### src/rtl/multicycle_control_unit.sv
// ---------------------------------------------------------------------------
// k_and_s_pkg / multicycle_control_unit
//
// Multicycle FSM control unit for the K-and-S processor. It sequences
// fetch, decode and execute for the full decoded ISA and drives every
// datapath enable and select. The decoded-instruction type lives in
// k_and_s_pkg, which is placed first in this file.
//
// Parameters:
//   MEM_RD_LAT   cycles an address is held before RAM read data is valid (>=1)
//   MEM_WR_CYC   cycles ram_write_enable is held for a store (>=1)
//   ILLEGAL_HALT 1: unknown decoded_instruction halts; 0: treated as NOP
//
// Optional feature macro: CU_STEP_EN
//   Defined:   adds input 'step'. Each completed instruction parks the FSM
//              in STEP_WAIT (all outputs 0) until a cycle with step=1.
//   Undefined: no 'step' port; instructions chain back-to-back.
//
// Ports:
//   clk                 in   clock, rising edge
//   rst                 in   asynchronous reset, active-high
//   step                in   single-step advance (CU_STEP_EN only)
//   decoded_instruction in   current IR decode
//   zero_op             in   registered zero flag
//   neg_op              in   registered negative flag
//   unsigned_overflow   in   registered unsigned overflow flag (not used by this ISA)
//   signed_overflow     in   registered signed overflow flag (BOV/BNOV)
//   branch              out  PC loads IR address field (with pc_enable)
//   pc_enable           out  PC update
//   ir_enable           out  IR captures RAM data
//   write_reg_enable    out  register-file write
//   addr_sel            out  0: RAM addr = PC, 1: RAM addr = IR address field
//   c_sel               out  0: reg write data = ALU, 1: = RAM
//   operation           out  ALU op: 00 ADD, 01 SUB, 10 AND, 11 OR
//   flags_reg_enable    out  flags register capture
//   ram_write_enable    out  RAM write strobe
//   halt                out  processor halted
//   instr_done          out  pulse in the final cycle of each non-HALT instruction
// ---------------------------------------------------------------------------

package k_and_s_pkg;
    // 5 bits leave room for encodings outside the ISA (illegal opcodes).
    typedef enum logic [4:0] {
        I_NOP    = 5'd0,
        I_LOAD   = 5'd1,
        I_STORE  = 5'd2,
        I_MOVE   = 5'd3,
        I_ADD    = 5'd4,
        I_SUB    = 5'd5,
        I_AND    = 5'd6,
        I_OR     = 5'd7,
        I_BRANCH = 5'd8,
        I_BZERO  = 5'd9,
        I_BNZERO = 5'd10,
        I_BNEG   = 5'd11,
        I_BNNEG  = 5'd12,
        I_BOV    = 5'd13,
        I_BNOV   = 5'd14,
        I_HALT   = 5'd15
    } decoded_instruction_type;
endpackage

module multicycle_control_unit
    import k_and_s_pkg::*;
#(
    parameter int MEM_RD_LAT   = 1,
    parameter int MEM_WR_CYC   = 1,
    parameter int ILLEGAL_HALT = 1
) (
    input  logic                    clk,
    input  logic                    rst,
`ifdef CU_STEP_EN
    input  logic                    step,
`endif
    input  decoded_instruction_type decoded_instruction,
    input  logic                    zero_op,
    input  logic                    neg_op,
    input  logic                    unsigned_overflow,
    input  logic                    signed_overflow,
    output logic                    branch,
    output logic                    pc_enable,
    output logic                    ir_enable,
    output logic                    write_reg_enable,
    output logic                    addr_sel,
    output logic                    c_sel,
    output logic [1:0]              operation,
    output logic                    flags_reg_enable,
    output logic                    ram_write_enable,
    output logic                    halt,
    output logic                    instr_done
);

    localparam int MAX_WAIT = (MEM_RD_LAT > MEM_WR_CYC) ? MEM_RD_LAT : MEM_WR_CYC;
    localparam int CW       = (MAX_WAIT + 1 > 1) ? $clog2(MAX_WAIT + 1) : 1;

    localparam logic [CW-1:0] RD_LAST = CW'(MEM_RD_LAT - 1);
    localparam logic [CW-1:0] WR_LAST = CW'(MEM_WR_CYC - 1);

    typedef enum logic [3:0] {
        S_FETCH,
        S_IR_LOAD,
        S_DECODE,
        S_MEM_RD,
        S_LOAD_WB,
        S_MEM_WR,
        S_ALU,
        S_MOVE_WB,
        S_BR_TAKE,
`ifdef CU_STEP_EN
        S_STEP_WAIT,
`endif
        S_HALT
    } state_t;

    // Where the FSM goes in the cycle an instruction completes.
`ifdef CU_STEP_EN
    localparam state_t AFTER_DONE = S_STEP_WAIT;
`else
    localparam state_t AFTER_DONE = S_FETCH;
`endif

    state_t        state;
    state_t        next_state;
    logic [CW-1:0] wait_cnt;
    logic          cond_taken;

    // The unsigned overflow flag is part of the flag bus but no opcode tests it.
    logic unused_flags;
    assign unused_flags = unsigned_overflow;

    // Conditional-branch predicate; only consulted while in DECODE.
    always_comb begin
        cond_taken = 1'b0;
        case (decoded_instruction)
            I_BZERO:  cond_taken = zero_op;
            I_BNZERO: cond_taken = ~zero_op;
            I_BNEG:   cond_taken = neg_op;
            I_BNNEG:  cond_taken = ~neg_op;
            I_BOV:    cond_taken = signed_overflow;
            I_BNOV:   cond_taken = ~signed_overflow;
            default:  cond_taken = 1'b0;
        endcase
    end

    // Moore output decode plus next-state selection.
    // NOTE: every signal gets a default before the case so no path leaves
    // one unassigned; a missing default here would infer a latch.
    always_comb begin
        next_state       = state;
        branch           = 1'b0;
        pc_enable        = 1'b0;
        ir_enable        = 1'b0;
        write_reg_enable = 1'b0;
        addr_sel         = 1'b0;
        c_sel            = 1'b0;
        operation        = 2'b00;
        flags_reg_enable = 1'b0;
        ram_write_enable = 1'b0;
        halt             = 1'b0;
        instr_done       = 1'b0;

        case (state)
            S_FETCH: begin
                if (wait_cnt == RD_LAST) next_state = S_IR_LOAD;
            end
            S_IR_LOAD: begin
                ir_enable  = 1'b1;
                pc_enable  = 1'b1;
                next_state = S_DECODE;
            end
            S_DECODE: begin
                case (decoded_instruction)
                    I_NOP: begin
                        instr_done = 1'b1;
                        next_state = AFTER_DONE;
                    end
                    I_HALT:                    next_state = S_HALT;
                    I_LOAD:                    next_state = S_MEM_RD;
                    I_STORE:                   next_state = S_MEM_WR;
                    I_ADD, I_SUB, I_AND, I_OR: next_state = S_ALU;
                    I_MOVE:                    next_state = S_MOVE_WB;
                    I_BRANCH:                  next_state = S_BR_TAKE;
                    I_BZERO, I_BNZERO, I_BNEG, I_BNNEG, I_BOV, I_BNOV: begin
                        if (cond_taken) begin
                            next_state = S_BR_TAKE;
                        end else begin
                            instr_done = 1'b1;
                            next_state = AFTER_DONE;
                        end
                    end
                    default: begin
                        if (ILLEGAL_HALT != 0) begin
                            next_state = S_HALT;
                        end else begin
                            instr_done = 1'b1;
                            next_state = AFTER_DONE;
                        end
                    end
                endcase
            end
            S_MEM_RD: begin
                addr_sel = 1'b1;
                c_sel    = 1'b1;
                if (wait_cnt == RD_LAST) next_state = S_LOAD_WB;
            end
            S_LOAD_WB: begin
                addr_sel         = 1'b1;
                c_sel            = 1'b1;
                write_reg_enable = 1'b1;
                instr_done       = 1'b1;
                next_state       = AFTER_DONE;
            end
            S_MEM_WR: begin
                addr_sel         = 1'b1;
                ram_write_enable = 1'b1;
                if (wait_cnt == WR_LAST) begin
                    instr_done = 1'b1;
                    next_state = AFTER_DONE;
                end
            end
            S_ALU: begin
                // IR is still held, so the opcode remains valid here.
                case (decoded_instruction)
                    I_SUB:   operation = 2'b01;
                    I_AND:   operation = 2'b10;
                    I_OR:    operation = 2'b11;
                    default: operation = 2'b00;
                endcase
                write_reg_enable = 1'b1;
                flags_reg_enable = 1'b1;
                instr_done       = 1'b1;
                next_state       = AFTER_DONE;
            end
            S_MOVE_WB: begin
                // OR pass-through moves the source operand; flags are left alone.
                operation        = 2'b11;
                write_reg_enable = 1'b1;
                instr_done       = 1'b1;
                next_state       = AFTER_DONE;
            end
            S_BR_TAKE: begin
                branch     = 1'b1;
                pc_enable  = 1'b1;
                instr_done = 1'b1;
                next_state = AFTER_DONE;
            end
`ifdef CU_STEP_EN
            S_STEP_WAIT: begin
                if (step) next_state = S_FETCH;
            end
`endif
            S_HALT: begin
                halt = 1'b1;
            end
            default: next_state = S_FETCH;
        endcase
    end

    // State and wait counter. The counter restarts on every state change and
    // saturates instead of wrapping.
    // NOTE: sequential state is updated with non-blocking assignments so all
    // registers sample the same pre-edge values.
    always_ff @(posedge clk or posedge rst) begin
        if (rst) begin
            state    <= S_FETCH;
            wait_cnt <= '0;
        end else begin
            state <= next_state;
            if (next_state != state) begin
                wait_cnt <= '0;
            end else if (wait_cnt != {CW{1'b1}}) begin
                wait_cnt <= wait_cnt + 1'b1;
            end
        end
    end

endmodule

### config.mk
export PLATFORM = sky130hd
export DESIGN_NAME = multicycle_control_unit
export DESIGN_NICKNAME = d
export VERILOG_FILES = /design/src/rtl/multicycle_control_unit.sv
export SDC_FILE = /design/constraint.sdc
export NUM_CORES = 1
export LEC_CHECK = 0
export ABC_AREA = 1
export BUFFER_PORTS_ARGS = -buffer_cell sky130_fd_sc_hd__buf_4
export CORE_UTILIZATION = 48
export DETAILED_ROUTE_END_ITERATION = 6
export GPL_ROUTABILITY_DRIVEN = 0
export PLACE_DENSITY = 0.77
export SETUP_SLACK_MARGIN = 0.05
export SLEW_MARGIN = 30
export SYNTH_ARGS = -nofsm -noshare
export SYNTH_HDL_FRONTEND = slang
export SYNTH_SLANG_ARGS = --single-unit
### constraint.sdc
create_clock -name clk -period 1.45 [get_ports clk]
set_input_delay 0.29 -clock clk [delete_from_list [all_inputs] [get_ports clk]]
set_output_delay 0.29 -clock clk [all_outputs]
set_load 0.01 [all_outputs]
==> metrics.txt, run 1 <==
post-synthesis cell area=673 µm²; post-CTS setup buffer count=16; die width=39.5 µm; status=did not finish; Synth area leaders=dfrtp_1 (19%), nand2_1 (16%), inv_1 (7.2%); Std-Cell Rows=13; I/O Buffers=21; post-DP HPWL=1600 µm; Cells after Synth=110; TritonCTS Sinks=5; I/O pin total=23; CTS H-tree depth=1; # resized after CTS=31; total CTS buffers=3; Seq/Total Area, Yosys=0.186; Distinct cells, synth=24; Initial Util=0.517; Synth warnings=0; synthesized area per cell=6.12 µm²; Post-Syn Nets=121; leading area contributor after synthesis=dfrtp_1; hold_buf cts=1; deepest clock path buffer count=2; Synth top area share=0.186; Die Y=39.5 µm; Seq cells post-synth=5; stopping stage=4_1_cts; Root Driver=clkbuf_4; Error=[ERROR DPL-0033] detailed placement checks failed during check placement.
-- kinds of logic after synthesis --
| family | after synthesis | synth area share |
|---|---|---|
| and+or+nand+nor | 72 | 0.569 |
| AOI/OAI and AO/OA | 14 | 0.139 |
| buffers and inverters | 19 | 0.106 |
| DFF | 5 | 0.186 |
-- Yosys cell counts, drive strengths merged --
cell    count
inv        19
a211oi      1
nor2       18
or2         2
a21oi       3
o31ai       1
nand2      34
nand3      12
dfrtp       5
nor3        6
o21ai       5
o21a        1
o22ai       2
a21boi      1
-- per-stage QoR --
stage,setup slack [ns],util,instances,area (µm²)
3_5_place_dp,-0.109,0.789,167,1030
3_3_place_gp,-0.0948,0.789,167,1030
2_1_floorplan,0.0227,-,110,693
==> run 2: changes to the inputs <==
- CORE_AREA: not set -> 2 2 63 65
- CORE_UTILIZATION: 48 -> not set
- DIE_AREA: not set -> 0 0 65 67
- PLACE_DENSITY: 0.77 -> not set
- PLACE_DENSITY_LB_ADDON: not set -> 0.15
- SETUP_SLACK_MARGIN: 0.05 -> not set
==> run 2 against run 1 <==
The flow now finishes, with violations (setup timing). Area after synthesis stayed put. Synthesized cell count stayed put.
==> metrics.txt, run 2 <==
violated checks=setup timing; Max stage delay on crit path=0.43 ns; Slew @ Worst Pin=0.217 ns; worst vdd ir=363 µV; die area=0.00436 mm²; Distinct cells, synth=24 (unchanged); status=finished, violations left; nets=177; placed cell count=203 (+22%); M2 GR Usage=0.179; RSZ-0062 raised after global routing=true; most used cell, CP=buf_6; footprint of the multi-input gates=553 µm²; I/O pin total=23 (unchanged); met3 GRT Util=0.0101; f_max=617 MHz; grt total ovfl=0; Post-Syn Nets=121 (unchanged); MaxCap Viol Count=0; critical path required time=1.16 ns; Seq/Total Area, Yosys=0.186 (unchanged); drt pass-1 iters=4; final std cells w/o fill=213; Post-synth EDFFs=0 (unchanged); global-route wire length before repair=3560 µm; commonest non-fill, non-tap cell in the layout=buf_4; TritonCTS Sinks=5 (unchanged); drt drc=0; DRT antenna net count=0; Seq cells post-synth=5 (unchanged); Power Dens Cells=1630 mW/mm²; deepest clock path buffer count=2 (unchanged); WP data arrival=1.33 ns; Synth area leaders=dfrtp_1 (19%), nand2_1 (16%), inv_1 (7.2%); post-DP HPWL=1690 µm (+5.5%); ys async rst share=1.00 (unchanged); Std-Cell Rows=22 (+9); TritonCTS clock tree=done; Final Max Slew Viols=0; Final Setup Violations=10; Register Area=129 µm²; synthesized area per cell=6.12 µm² (unchanged); Filler Cells Inserted=397; CTS H-tree depth=1 (unchanged); Die Y=67 µm (+70%); Final Hold Fails=0; Max-slew headroom=0.854; Synth top area share=0.186 (unchanged); Final Cycle Share=1.12; Hold Slack=0.541 ns; busiest grt layer=met2; largest net degree at the start of global routing=7; routed vias/inst=4.04; final WL=1990 µm; Clock Latency Late Sink=0.22 ns; Root Driver=clkbuf_8; Synth warnings=0 (unchanged); fin crit period=1.62 ns; CP Buf/Inv Count=2; met1 Usage GRT=0.133; critical path peak fanout=3; crit path max-delay cell type=dfrtp_2; number of global-route vias before repair=842; total track usage=0.102; Routed WL per cell=9.32 µm; total CTS buffers=3 (unchanged); initial antenna violation count=0; Ant. Diodes=0; Cells after Synth=110 (unchanged); TNS Setup=-0.956 ns; post-route setup slack=-0.171 ns; worst path cell trace=buf_6, nand2_4, nor2_2, or2_2, buf_6; critical path endpoint category=primary output; Top Family by Delay on Critical Path=flip-flops; most frequent cells in the layout=buf_4 (39), nand2_1 (26), inv_1 (11); Core ar.=0.00361 mm²; Leakage Power=0.692 nW; Max Clock Skew=0.00268 ns; I/O Buffers=21 (unchanged); Top reg by flops=state; critical setup path kind=register to primary output; leading area contributor after synthesis=dfrtp_1; total power=2.11 mW; post-synthesis cell area=673 µm² (unchanged); synthesis-to-layout area growth=92.6%; top cells by count, synth=nand2_1 (28), inv_1 (13), nor2_1 (11); min-delay worst type=primary input to asynchronous set/reset pin; Clock transition at path regs=0.04 ns; Top Registers=state x4, wait_cnt x1; CP Launch Type=register; Most used DFF post-synth=dfrtp_1; max FFs per register=4; layout cells sized above 1=0.600; Core Util, Final=0.359; DR iter-0 viols=33; count leader, synth=nand2_1; Initial Util=0.187 (-0.331); vias after detailed routing=861; die width=65 µm (+65%)
-- run 2: worst min-delay path, cell delays in order --
cell and delay (ns):
dlygate4sd3_1 0.54, buf_4 0.13, inv_1 0.15
-- run 2: through the flow --
| step | worst slack [ns] | area [µm²] |
|---|---|---|
| 2_1_floorplan | -0.0549 | 678 |
| 3_5_place_dp | -0.136 | 1090 |
| 4_1_cts | -0.205 | 1230 |
| 6_report | -0.171 | 1300 |
| 5_1_grt | -0.261 | 1300 |
| 3_3_place_gp | -0.139 | 1090 |
-- run 2: worst paths after layout --
| path | from | end | slack [ns] | cells past startpoint |
|---|---|---|---|---|
| max | state[0]$_DFF_PP0_ | pc_enable | -0.17 | 5 |
| max in group asynchronous | rst | state[0]$_DFF_PP0_ | 0.72 | 3 |
| max reg2reg | state[0]$_DFF_PP0_ | wait_cnt$_DFF_PP0_ | 0.02 | 9 |
| min | rst | state[1]$_DFF_PP0_ | 0.54 | 3 |
| min reg2reg | wait_cnt$_DFF_PP0_ | state[2]$_DFF_PP0_ | 0.62 | 3 |
| min in group clk | decoded_instruction[3] | state[0]$_DFF_PP0_ | 0.55 | 6 |
-- run 2: timing repair --
action | in CTS | in global routing
gates resized for setup | 19 | 16
endpoints found under the hold margin | 5 | 0
gates cloned | 0 | 0
endpoints found under the setup margin | 11 | 13
hold buffers | 1 | 0
pin swaps | 0 | 3
setup buffers | 3 | 2
-- run 2: cells by family (layout without fill, tap and decap cells) --
kind of cell | after synthesis | in the layout | share of synthesized area
simple gates | 72 | 72 | 0.569
buf+inv | 19 | 74 | 0.106
compound gates | 14 | 14 | 0.139
flops | 5 | 5 | 0.186
-- run 2: area by class of cell --
type,instances,area share
flip-flops and latches,5,0.0994
multi-input cells,86,0.427
inverters,19,0.0569
repair buffers,51,0.336
well taps,48,0.0463
clock buffers,4,0.0347
-- run 2: power by group --
group | internal, mW | leakage, nW | switching (mW)
sequential | 0.208 | 0.0612 | 0.0907
clock | 0.188 | 0.0228 | 0.0625
combinational | 0.787 | 0.608 | 0.779
total | 1.18 | 0.692 | 0.932
-- run 2: layer usage --
| metal | up-vias | part of all wire | wire [µm] |
|---|---|---|---|
| li1 | 461 | - | - |
| met5 | - | 0 | 0 |
| met2 | 11 | 0.50 | 991 |
| met1 | 389 | 0.49 | 967 |
| met4 | 0 | 0 | 0 |
| met3 | 0 | 0.013 | 26 |
(Power assumes the default switching activity.)
